File: config.mk
export PLATFORM = sky130hd
export DESIGN_NAME = instr_fetch_unit
export DESIGN_NICKNAME = d
export VERILOG_FILES = /design/src/rtl/instr_fetch_unit.sv
export SDC_FILE = /design/constraint.sdc
export NUM_CORES = 1
export LEC_CHECK = 0
export ABC_AREA = 1
export CAP_MARGIN = 25
export CORE_MARGIN = 4
export CORE_UTILIZATION = 57
export DETAILED_ROUTE_END_ITERATION = 8
export GPL_ROUTABILITY_DRIVEN = 0
export GPL_TIMING_DRIVEN = 1
export PLACE_DENSITY_LB_ADDON = 0.05
export SYNTH_ARGS = -nofsm -noshare
export SYNTH_HDL_FRONTEND = slang
export SYNTH_SLANG_ARGS = --single-unit
File: constraint.sdc
create_clock -name CLK -period 5.7 [get_ports CLK]
set_input_delay 0.57 -clock CLK [delete_from_list [all_inputs] [get_ports CLK]]
set_output_delay 0.57 -clock CLK [all_outputs]
set_load 0.005 [all_outputs]
File: src/rtl/instr_fetch_unit.sv
// Instruction fetch stage: one outstanding I-memory request, a single-entry
// hold buffer for decode freezes, and squashing of wrong-path responses.
module instr_fetch_unit #(
   parameter logic [31:0] RESET_PC = 32'hBFC00000
) (
   input  logic        CLK,
   input  logic        RESET,
   input  logic [31:0] Alt_PC_IN,
   input  logic        Request_Alt_PC_IN,
   input  logic        WANT_FREEZE_IN,
   output logic [31:0] IMem_Req_Addr,
   output logic        IMem_Req_Valid,
   input  logic        IMem_Req_Ready,
   input  logic [31:0] IMem_Resp_Data,
   input  logic        IMem_Resp_Valid,
   output logic [31:0] Instr1_OUT,
   output logic [31:0] Instr_PC_OUT,
   output logic [31:0] Instr_PC_Plus4_OUT,
   output logic        Instr1_Valid_OUT
);

   typedef enum logic [1:0] {
      ISSUE = 2'd0,
      WAIT  = 2'd1,
      FULL  = 2'd2
   } state_t;

   state_t      state_q, state_d;
   logic [31:0] fetch_pc_q, fetch_pc_d;
   logic [31:0] inflight_pc_q, inflight_pc_d;
   logic        squash_q, squash_d;
   logic [31:0] buf_data_q, buf_data_d;
   logic [31:0] buf_pc_q, buf_pc_d;
   logic [31:0] instr_q, instr_d;
   logic [31:0] pc_q, pc_d;
   logic [31:0] pc4_q, pc4_d;
   logic        valid_q, valid_d;
   logic [31:0] alt_pc;
   logic        req_valid;

   assign alt_pc    = Alt_PC_IN & 32'hFFFF_FFFC;
   assign req_valid = RESET && (state_q == ISSUE) && !WANT_FREEZE_IN && !Request_Alt_PC_IN;

   assign IMem_Req_Valid     = req_valid;
   assign IMem_Req_Addr      = fetch_pc_q;
   assign Instr1_OUT         = instr_q;
   assign Instr_PC_OUT       = pc_q;
   assign Instr_PC_Plus4_OUT = pc4_q;
   assign Instr1_Valid_OUT   = valid_q;

   always_comb begin
      state_d       = state_q;
      fetch_pc_d    = fetch_pc_q;
      inflight_pc_d = inflight_pc_q;
      squash_d      = squash_q;
      buf_data_d    = buf_data_q;
      buf_pc_d      = buf_pc_q;
      instr_d       = instr_q;
      pc_d          = pc_q;
      pc4_d         = pc4_q;
      valid_d       = valid_q;

      // An unfrozen cycle without a delivery presents a bubble.
      if (!WANT_FREEZE_IN) begin
         valid_d = 1'b0;
      end

      case (state_q)
         ISSUE: begin
            if (Request_Alt_PC_IN) begin
               fetch_pc_d = alt_pc;
            end else if (req_valid && IMem_Req_Ready) begin
               inflight_pc_d = fetch_pc_q;
               fetch_pc_d    = fetch_pc_q + 32'd4;
               state_d       = WAIT;
            end
         end
         WAIT: begin
            if (Request_Alt_PC_IN) begin
               fetch_pc_d = alt_pc;
               if (IMem_Resp_Valid) begin
                  squash_d = 1'b0;
                  state_d  = ISSUE;
               end else begin
                  squash_d = 1'b1;
               end
            end else if (IMem_Resp_Valid) begin
               if (squash_q) begin
                  squash_d = 1'b0;
                  state_d  = ISSUE;
               end else if (!WANT_FREEZE_IN) begin
                  instr_d = IMem_Resp_Data;
                  pc_d    = inflight_pc_q;
                  pc4_d   = inflight_pc_q + 32'd4;
                  valid_d = 1'b1;
                  state_d = ISSUE;
               end else begin
                  buf_data_d = IMem_Resp_Data;
                  buf_pc_d   = inflight_pc_q;
                  state_d    = FULL;
               end
            end
         end
         FULL: begin
            if (Request_Alt_PC_IN) begin
               fetch_pc_d = alt_pc;
               state_d    = ISSUE;
            end else if (!WANT_FREEZE_IN) begin
               instr_d = buf_data_q;
               pc_d    = buf_pc_q;
               pc4_d   = buf_pc_q + 32'd4;
               valid_d = 1'b1;
               state_d = ISSUE;
            end
         end
         default: begin
            state_d = ISSUE;
         end
      endcase
   end

   always_ff @(posedge CLK or negedge RESET) begin
      if (!RESET) begin
         state_q       <= ISSUE;
         fetch_pc_q    <= RESET_PC;
         inflight_pc_q <= 32'd0;
         squash_q      <= 1'b0;
         buf_data_q    <= 32'd0;
         buf_pc_q      <= 32'd0;
         instr_q       <= 32'd0;
         pc_q          <= 32'd0;
         pc4_q         <= 32'd0;
         valid_q       <= 1'b0;
      end else begin
         state_q       <= state_d;
         fetch_pc_q    <= fetch_pc_d;
         inflight_pc_q <= inflight_pc_d;
         squash_q      <= squash_d;
         buf_data_q    <= buf_data_d;
         buf_pc_q      <= buf_pc_d;
         instr_q       <= instr_d;
         pc_q          <= pc_d;
         pc4_q         <= pc4_d;
         valid_q       <= valid_d;
      end
   end

endmodule

==> results of run 1 <==
==> area by class of cell <==
cell class	instances	area, um2	share of cell area, %
sequential	218	5466	39.51
multi-input combinational	1006	4841	34.99
inverter	107	405.4	2.930
clock inverter	9	72.57	0.5246
timing repair buffer	201	2011	14.53
clock buffer	35	713.2	5.155
tap	260	325.3	2.351
==> logic make-up (layout without fill, tap and decap cells) <==
logic type	Yosys count	in the layout	share of synthesized area (%)
compound gates	196	196	10.05
xor+xnor	2	2	0.1585
fa+ha+maj	7	7	0.7924
buf+inv	176	352	7.030
flops	218	218	49.46
mux	37	37	3.770
other cells	1	6	0.03393
simple gates	758	758	28.71
==> stage by stage <==
step | power, W | area, um2 | worst slack, ps | util, %
after floorplan | 0.004628 | 11070 | 3730 | -
after global placement | 0.005991 | 13030 | 2299 | 68.99
after detailed placement | 0.006127 | 13050 | 2494 | 69.07
after CTS | 0.007670 | 13830 | 2513 | 73.23
after global routing | 0.008252 | 13830 | 2243 | 73.23
final | 0.007648 | 13830 | 2526 | 73.23
==> how the worst min path moves through the flow <==
stage	slack (ps)	from	end	cells past startpoint
2_1_floorplan	270	RESET	IMem_Req_Addr[10]	0
3_3_place_gp	460	buf_pc_q[31]	buf_pc_q[31]	2
3_5_place_dp	470	buf_pc_q[31]	buf_pc_q[31]	2
4_1_cts	140	RESET	Instr1_OUT[31]	1
5_1_grt	160	RESET	Instr1_OUT[31]	1
6_report	110	RESET	Instr1_OUT[31]	1
==> power by group <==
part,internal [W],switching (W)
Sequential,0.00229,0.000520
Clock,0.000912,0.000609
Combinational,0.00151,0.00181
==> routing by layer <==
| layer | vias up | wire length (um) | track usage (%) |
|---|---|---|---|
| li1 | 4820 | - | - |
| met1 | 4559 | 12620 | 37.51 |
| met2 | 380 | 12790 | 40.90 |
| met3 | 49 | 1913 | 3.547 |
| met4 | 0 | 657 | 6.617 |
| met5 | - | 0 | 0 |
==> registers in the layout, indices dropped and copies added, names as in the netlist <==
| name | cells |
|---|---|
| squash_q | 1 |
| state_q | 2 |
| Instr_PC_OUT | 30 |
| inflight_pc_q | 30 |
| Instr_PC_Plus4_OUT | 30 |
| Instr1_Valid_OUT | 1 |
| buf_data_q | 32 |
| Instr1_OUT | 32 |
| IMem_Req_Addr | 30 |
| buf_pc_q | 30 |
==> cell usage after synthesis (7+ instances only) <==
master,n,area (um2)
dfrtp_1,209,5230
o21ai_0,103,515.5
buf_4,11,82.58
o211ai_1,8,60.06
dfstp_2,9,236.5
nand2_2,18,112.6
nand2_1,441,1655
nor2_1,168,630.6
o22ai_1,7,43.79
clkbuf_1,28,105.1
nor3_1,15,75.07
a22oi_1,8,60.06
a21oi_1,14,70.07
nand4_1,14,87.58
o21ai_1,8,40.04
mux2_2,37,416.7
nand3_1,76,380.4
ha_1,7,87.58
nor2_2,12,75.07
inv_1,100,375.4
buf_2,25,125.1
o21a_1,7,52.55
a31oi_1,36,225.2
==> out/results.tsv, run 1 <==
metric	value	unit
# DRC	0	
maximum vdd drop	328.8	uV
Slowest-stage cell, CP	inv_4	
FP Rows	50	
WP buf/inv	4	
CP arrival	3540	ps
Die ar.	0.02168	mm2
total track usage	25.69	%
predominant post-synthesis flop cell	dfrtp_1	
R2R Path Start	state_q[0]	
post-synthesis sequential area ratio	49.46	%
Synth Cell Area	0.01105	mm2
CP top delay family	buffers and inverters	
CP cell instances	inv_1 -> ha_2 -> buf_4 -> inv_4 -> nand2_2 -> nand2_2 -> ha_1 -> nand2_1 -> inv_1 -> nand2_1 -> nor2_2 -> nand3_1 -> nand3_1 -> o211ai_1	
CTS Hold Buffers Added	0	
worst r2r path cells	14	
Setup Crit Path Kind	reg -> reg	
worst min path class	in -> async	
Max-Cap Viols	0	
Routed Antenna Nets	0	
cells after synthesis	1395	
CTS tree	done	
Setup crit end kind	flip-flop	
Worst Path Required	6060	ps
PortBufs	191	
asr flop ratio synth	100.0	%
clk buf depth	3	
via count	9808	
CTS HTree Levels	1	
synthesized flop and latch total	218	
layout cell share with drive strength beyond 1	9.391	%
skew final	17.75	ps
Synth Warn #	0	
crit-path max cell delay	650	ps
CTS buffer count	24	
first-pass GRT wire length	46.60	mm
Setup crit start kind	flip-flop	
First-pass DRT Iterations	5	
Slew HR	38.11	%
Nets	1635	
most frequent cells in the layout	nand2_1 (441), dfrtp_1 (209), clkdlybuf4s50_1 (190)	
Cell Pwr Density	552.8	mW/mm2
Post-synth EDFFs	0	
worst-margin pin slew	928.4	ps
f_max	0.3150	GHz
Chip Height	147.3	um
worst-skew pair later-pin latency	510	ps
n_diodes	0	
largest fanout on the critical path	79	
CTS resizes	0	
Slew Limit Fails	0	
setup bufs post-CTS	0	
Final min period	3174	ps
crit path capture	Instr_PC_Plus4_OUT[12]	
Final Hold Slack	113.9	ps
vias in the first global route	9375	
r2r endpoint	Instr_PC_Plus4_OUT[12]	
reg-to-reg slack, setup	2530	ps
Sum Neg Setup Slack	0	ps
Starting Density	58.50	%
CTS clk-pin slew, worst paths	60	ps
Lkg Pwr	6.240	nW
final setup fails	0	
DRT iter0 DRCs	764	
initial antenna violation count	0	
Critical Path Stages	14	
Synth cell types	41	
Cells after DPL	1792	
final cell count without fillers	1836	
hpwl dp	19.61	mm
Worst Setup SP	state_q[0]	
Vias/cell	5.342	
core area	0.01889	mm2
commonest non-fill, non-tap cell in the layout	nand2_1	
Wirelength per Cell	15.24	um
Die X	147.3	um
GRT overflow	0	
Clock Tree Root	clkbuf_16	
final hold viol count	0	
area grow syn2layout	25.16	%
fin crit share	55.69	%
WL final	27.98	mm
Avg Inst Size Synth	7.923	um2
clk sink count	218	
Top Ports	200	
FILL cells	1484	
status	finished, final reports clean	
largest net degree at the start of global routing	88	
RSZ-0062 raised after global routing	false	
Note: power is estimated with default switching activity, not from simulation.
==> run 2, diff against run 1 <==
Settings changed: CORE_UTILIZATION 57 to 48.
Clock period 5.7 ns to 2.85 ns, I/O delays scaled along.
==> out/results.tsv, run 2 (synthesized netlist as in run 1, its figures left out) <==
metric	value	unit	change
status	finished, final reports clean		unchanged
Lkg Pwr	6.302	nW	was 6.240 nW
via count	9670		was 9808
Die ar.	0.02552	mm2	was 0.02168 mm2
layout cell share with drive strength beyond 1	9.539	%	was 9.391%
Worst Setup SP	state_q[0]		unchanged
Setup crit end kind	flip-flop		unchanged
Vias/cell	5.177		was 5.342
Slew HR	54.94	%	was 38.11%
commonest non-fill, non-tap cell in the layout	nand2_1		unchanged
Die X	159.7	um	was 147.3 um
clk buf depth	3		unchanged
Worst Path Required	3260	ps	was 6060 ps
final cell count without fillers	1868		was 1836
Final min period	2466	ps	was 3174 ps
WL final	28.52	mm	was 27.98 mm
final hold viol count	0		unchanged
CTS HTree Levels	1		unchanged
Sum Neg Setup Slack	0	ps	unchanged
fraction of power consumed by sequential logic	36.4	%	was 36.7%
clk sink count	218		unchanged
First-pass DRT Iterations	5		unchanged
Routed Antenna Nets	0		unchanged
area grow syn2layout	26.64	%	was 25.16%
skew final	21.66	ps	was 17.75 ps
most frequent cells in the layout	nand2_1 (441), dfrtp_1 (209), clkdlybuf4s50_1 (190)		unchanged
CTS clk-pin slew, worst paths	60	ps	about the same
CP arrival	2870	ps	was 3540 ps
f_max	0.4056	GHz	was 0.3150 GHz
DR WL met2	12.67	mm	was 12.79 mm
worst min path class	in -> async		unchanged
Net Switching	0.005853	W	was 0.002940 W
Slew Limit Fails	0		unchanged
worst-margin pin slew	675.9	ps	was 928.4 ps
Cells after DPL	1825		was 1792
Max-Cap Viols	0		unchanged
total track usage	21.93	%	was 25.69%
hpwl dp	20.35	mm	was 19.61 mm
largest net degree at the start of global routing	122		was 88
clock share of power	20.4	%	was 19.9%
Chip Height	159.7	um	was 147.3 um
CTS buffer count	24		unchanged
core area	0.02264	mm2	was 0.01889 mm2
Cell Pwr Density	1101	mW/mm2	was 552.8 mW/mm2
largest fanout on the critical path	26		was 79
setup bufs post-CTS	0		unchanged
Setup crit start kind	flip-flop		unchanged
fin crit share	86.52	%	was 55.69%
final setup fails	0		unchanged
first-pass GRT wire length	47.08	mm	was 46.60 mm
Net Sw Frac	37.97	%	was 38.45%
n_diodes	0		unchanged
Combinational Power Share	43.2	%	was 43.4%
vias in the first global route	9162		was 9375
worst r2r path cells	14		unchanged
Int Pwr	0.009562	W	was 0.004707 W
# DRC	0		unchanged
Max Used Layer	met4		unchanged
Starting Density	48.82	%	was 58.50%
Nets	1644		was 1635
Top Ports	200		unchanged
Wirelength per Cell	15.27	um	was 15.24 um
M1 wire length	13.82	mm	was 12.62 mm
R2R Path Start	state_q[0]		unchanged
worst-skew pair later-pin latency	520	ps	was 510 ps
FP Rows	55		was 50
maximum vdd drop	519.8	uV	was 328.8 uV
RSZ-0062 raised after global routing	false		unchanged
GRT overflow	0		unchanged
PortBufs	191		unchanged
met3 wire len	1.429	mm	was 1.913 mm
DRT iter0 DRCs	594		was 764
CTS tree	done		unchanged
Clock Tree Root	clkbuf_16		unchanged
initial antenna violation count	0		unchanged
Setup Crit Path Kind	reg -> reg		unchanged
==> run 2: power by group through the flow <==
stage	logic (W)	registers, W	clock network, W
6_report	0.00666	0.00561	0.00315
5_1_grt	0.00748	0.00582	0.00334
4_1_cts	0.00671	0.00561	0.00322
3_5_place_dp	0.00667	0.00565	0
3_3_place_gp	0.00654	0.00561	0
2_1_floorplan	0.00378	0.00547	0
==> run 2: cell type report <==
cell class                 count  area (um2)
sequential                   218        5466
clock inverter                 7       110.1
timing repair buffer         210        2125
tap                          285       356.6
inverter                     107       405.4
fill                        2047        8643
clock buffer                  35       683.2
multi-input combinational   1006        4851
==> run 2: critical path, cell delays in order, from the launching register on <==
cell	delay, ps
dfrtp_1	400
inv_1	170
ha_4	350
buf_4	340
nand2_1	80
nand2_1	180
nand2_1	160
inv_1	160
nand2_1	100
nor2_1	130
nand3_1	90
nand2_1	70
nand2_1	50
nand2_1	50
nand2_1	40
==> run 2: path summary, 6_finish.rpt <==
path | slack (ps) | to
min reg2reg | 480 | Instr_PC_OUT[2]
max reg2reg | 380 | Instr_PC_Plus4_OUT[26]
max | 380 | Instr_PC_Plus4_OUT[26]
min | 180 | Instr1_OUT[6]
min in group CLK | 380 | Instr1_OUT[9]
max in group asynchronous | 1810 | IMem_Req_Addr[21]
==> run 2: per-layer routing <==
layer	vias to the layer above	GRT usage (%)
li1	4842	-
met1	4522	32.74
met2	266	33.67
met3	40	3.381
met4	0	5.641
met5	-	0
==> run 2: what timing repair did <==
item	4_1_cts	5_1_grt
endpoints found under the setup margin	0	1
hold endpoints to repair	144	0
gates resized for setup	0	1
hold buffers	1	0
==> run 2: per-stage QoR <==
step | cell area (um2) | power, W | utilization, % | hold slack [ps] | worst slack, ps
6_report | 14000 | 0.01542 | 61.82 | 181.9 | 384.3
5_1_grt | 14000 | 0.01664 | 61.82 | 184.8 | 186.6
4_1_cts | 13990 | 0.01554 | 61.78 | 168.3 | 236.0
3_5_place_dp | 13180 | 0.01232 | 58.23 | 99.45 | 246.2
3_3_place_gp | 13180 | 0.01216 | 58.23 | 97.38 | 287.6
2_1_floorplan | 11070 | 0.009255 | - | -10.59 | 880.0
==> run 3, diff against run 2 <==
Settings changed: SLEW_MARGIN set to 10.
==> results of run 3 <==
Same layout as run 2: the final DEF is identical, and so are final timing and power.
==> variant: new RTL, flow settings as in run 2 <==
Re-encode `state_t` (3 states) as one-hot, 3 bits wide.
--- a/src/rtl/instr_fetch_unit.sv
+++ b/src/rtl/instr_fetch_unit.sv
@@ -19,10 +19,10 @@
    output logic        Instr1_Valid_OUT
 );
 
-   typedef enum logic [1:0] {
-      ISSUE = 2'd0,
-      WAIT  = 2'd1,
-      FULL  = 2'd2
+   typedef enum logic [2:0] {
+      ISSUE = 3'b001,
+      WAIT  = 3'b010,
+      FULL  = 3'b100
    } state_t;
 
    state_t      state_q, state_d;
Formal check against the unedited RTL: same outputs for any inputs over 4 cycles, from zero or initial values and one cycle with RESET low; so few cycles prove little.
==> variant against run 2 <==
Sequential cell count up 1. Worst setup slack better by 57 ps. Synthesized area down 0.43%. Utilization about the same. Register-to-register slack better by 160 ps. Global-route usage down 0.23 points. Wire length down 2.3%. Count of clock-buffer cells in the layout up 1. Design area down 0.29%. Highest routed layer unchanged.
Power is not compared: it rests on default switching activity, and its combinational part moved more than twofold at a synthesized area within 25%.
==> variant: results (changes against run 2) <==
[worst_hold_path]
hold_class=input port to flip-flop
whs_path_depth=3

[timing]
slew_headroom_pct=44.11  ; -11 points
finalClockSkew_ps=15.30  ; -6.369 ps

[global_routing]
grt_max_degree=156  ; +28%
grt_pass1_vias=8823  ; -3.7%
antenna_found_initial=0  ; unchanged
grt_pass1_wl_mm=46.26  ; -1.7%
grt-ovfl-total=0  ; unchanged
grtUsageTotal_pct=21.70  ; -0.23 points

[floorplan]
start_util_pct=48.76  ; -0.062 points

[logic_synthesis]
async_reset_ff_share_pct=100.0  ; unchanged
synth_xor_area_share_pct=0.7162  ; +0.56 points
ys_types=42  ; +2.4%
yosys_warnings=0  ; unchanged
synth_area_leaders=dfrtp_1 (48%), nand2_1 (14%), o21ai_0 (5.9%), inv_1 (3.7%), nand3_1 (3.3%)
synthTopCellsByCount=nand2_1 (421), dfrtp_1 (209), o21ai_0 (129)
synth_flop_cell=dfrtp_1
synth-compound-area-share_pct=10.56  ; +0.51 points
muxShareOfSynthArea_pct=2.558  ; -1.2 points
synth_seq_area_share_pct=49.91  ; +0.45 points
synthAdderAreaFrac_pct=0.2274  ; -0.57 points

[layout]
fin_nets=1593  ; -3.1%
post-route-util_pct=61.83  ; about the same
drive_gt1_share_pct=11.63  ; +2.1 points
antenna_cells=0  ; unchanged
n_fill_cell=1965  ; -4.0%

[clock_tree]
cts_max_path_buffers=3  ; unchanged
clockRootBuffer=clkbuf_16
numCtsBuffers=24  ; unchanged
clk_latency_ps=510
h-tree-depth=1  ; unchanged
postCtsResizedCells=0  ; unchanged
path_clk_slew_ps=60  ; about the same

[place]
dp_hpwl_mm=19.35  ; -4.9%
pre_cts_ws_ps=576.6  ; +330.4 ps
placed_area_um2=13110  ; -0.60%
io_buffer_count=191  ; unchanged

[critical_path]
reg2regPathDepth=13  ; -1
crit_arrival_ps=2120  ; -750 ps
path_max_fanout=4  ; -85%

[drt]
drtPass1Iterations=5  ; unchanged
dr.first_iter.drc_count=558  ; -6.1%
post_drt_wl_per_cell_um=15.28  ; about the same
via_per_inst=5.121  ; -1.1%

[outcome]
status=complete, no violations

[pwr]
cellLeakagePower_uw=0.006773

[variant: layout make-up]
cell class	count	area share, %
sequential	219	39.35
multi-input combinational	951	33.84
timing repair buffer	213	15.20
tap	285	2.555
clock buffer	36	5.208
clock inverter	8	0.8247
inverter	112	3.012
[variant: path summary, 6_finish.rpt]
check                                           start                                 end  slack (ps)
min in group asynchronous                       RESET        Instr_PC_OUT[29]$_DFFE_PN0P_         580
max                            state_q[0]$_DFFE_PN1P_                      IMem_Req_Valid         440
min reg2reg                Instr1_OUT[30]$_DFFE_PN0P_          Instr1_OUT[30]$_DFFE_PN0P_         480
max reg2reg                    state_q[1]$_DFFE_PN0P_  Instr_PC_Plus4_OUT[30]$_DFFE_PN0P_         540
max in group asynchronous                       RESET       IMem_Req_Addr[12]$_DFFE_PN0P_        1660
min                                      Alt_PC_IN[9]        IMem_Req_Addr[9]$_DFFE_PN0P_         340
[variant: per-layer routing]
layer,part of all wire (%),track usage [%]
met1,47,32.14
met2,45,33.56
met3,5.6,3.831
met4,1.8,5.010
met5,0,0
[variant: where the power goes]
part / internal [µW] / switching (µW) / leakage [µW]
clock network: 2030 / 1250 / 0.000419
registers: 3820 / 648 / 0.00277
logic: 1390 / 1760 / 0.00359
total: 7230 / 3650 / 0.00677
[variant: worst max-delay path, stage by stage, from the launching register on]
cell and delay, ps:
dfstp_2 570, inv_1 70, nor3_2 200, nand2_1 110, nor2_2 130, clkdlybuf4s50_1 540
[variant: stage by stage]
step / total power, µW / std cells
after floorplan: 6121 / 1353
after global placement: 7574 / 1779
after detailed placement: 7633 / 1779
after CTS: 10970 / 1824
after global routing: 11610 / 1824
final: 10880 / 1824
[variant: timing repair]
item	in CTS	in global routing
hold endpoints to repair	28	0
hold buffers	1	0
setup buffers	0	0
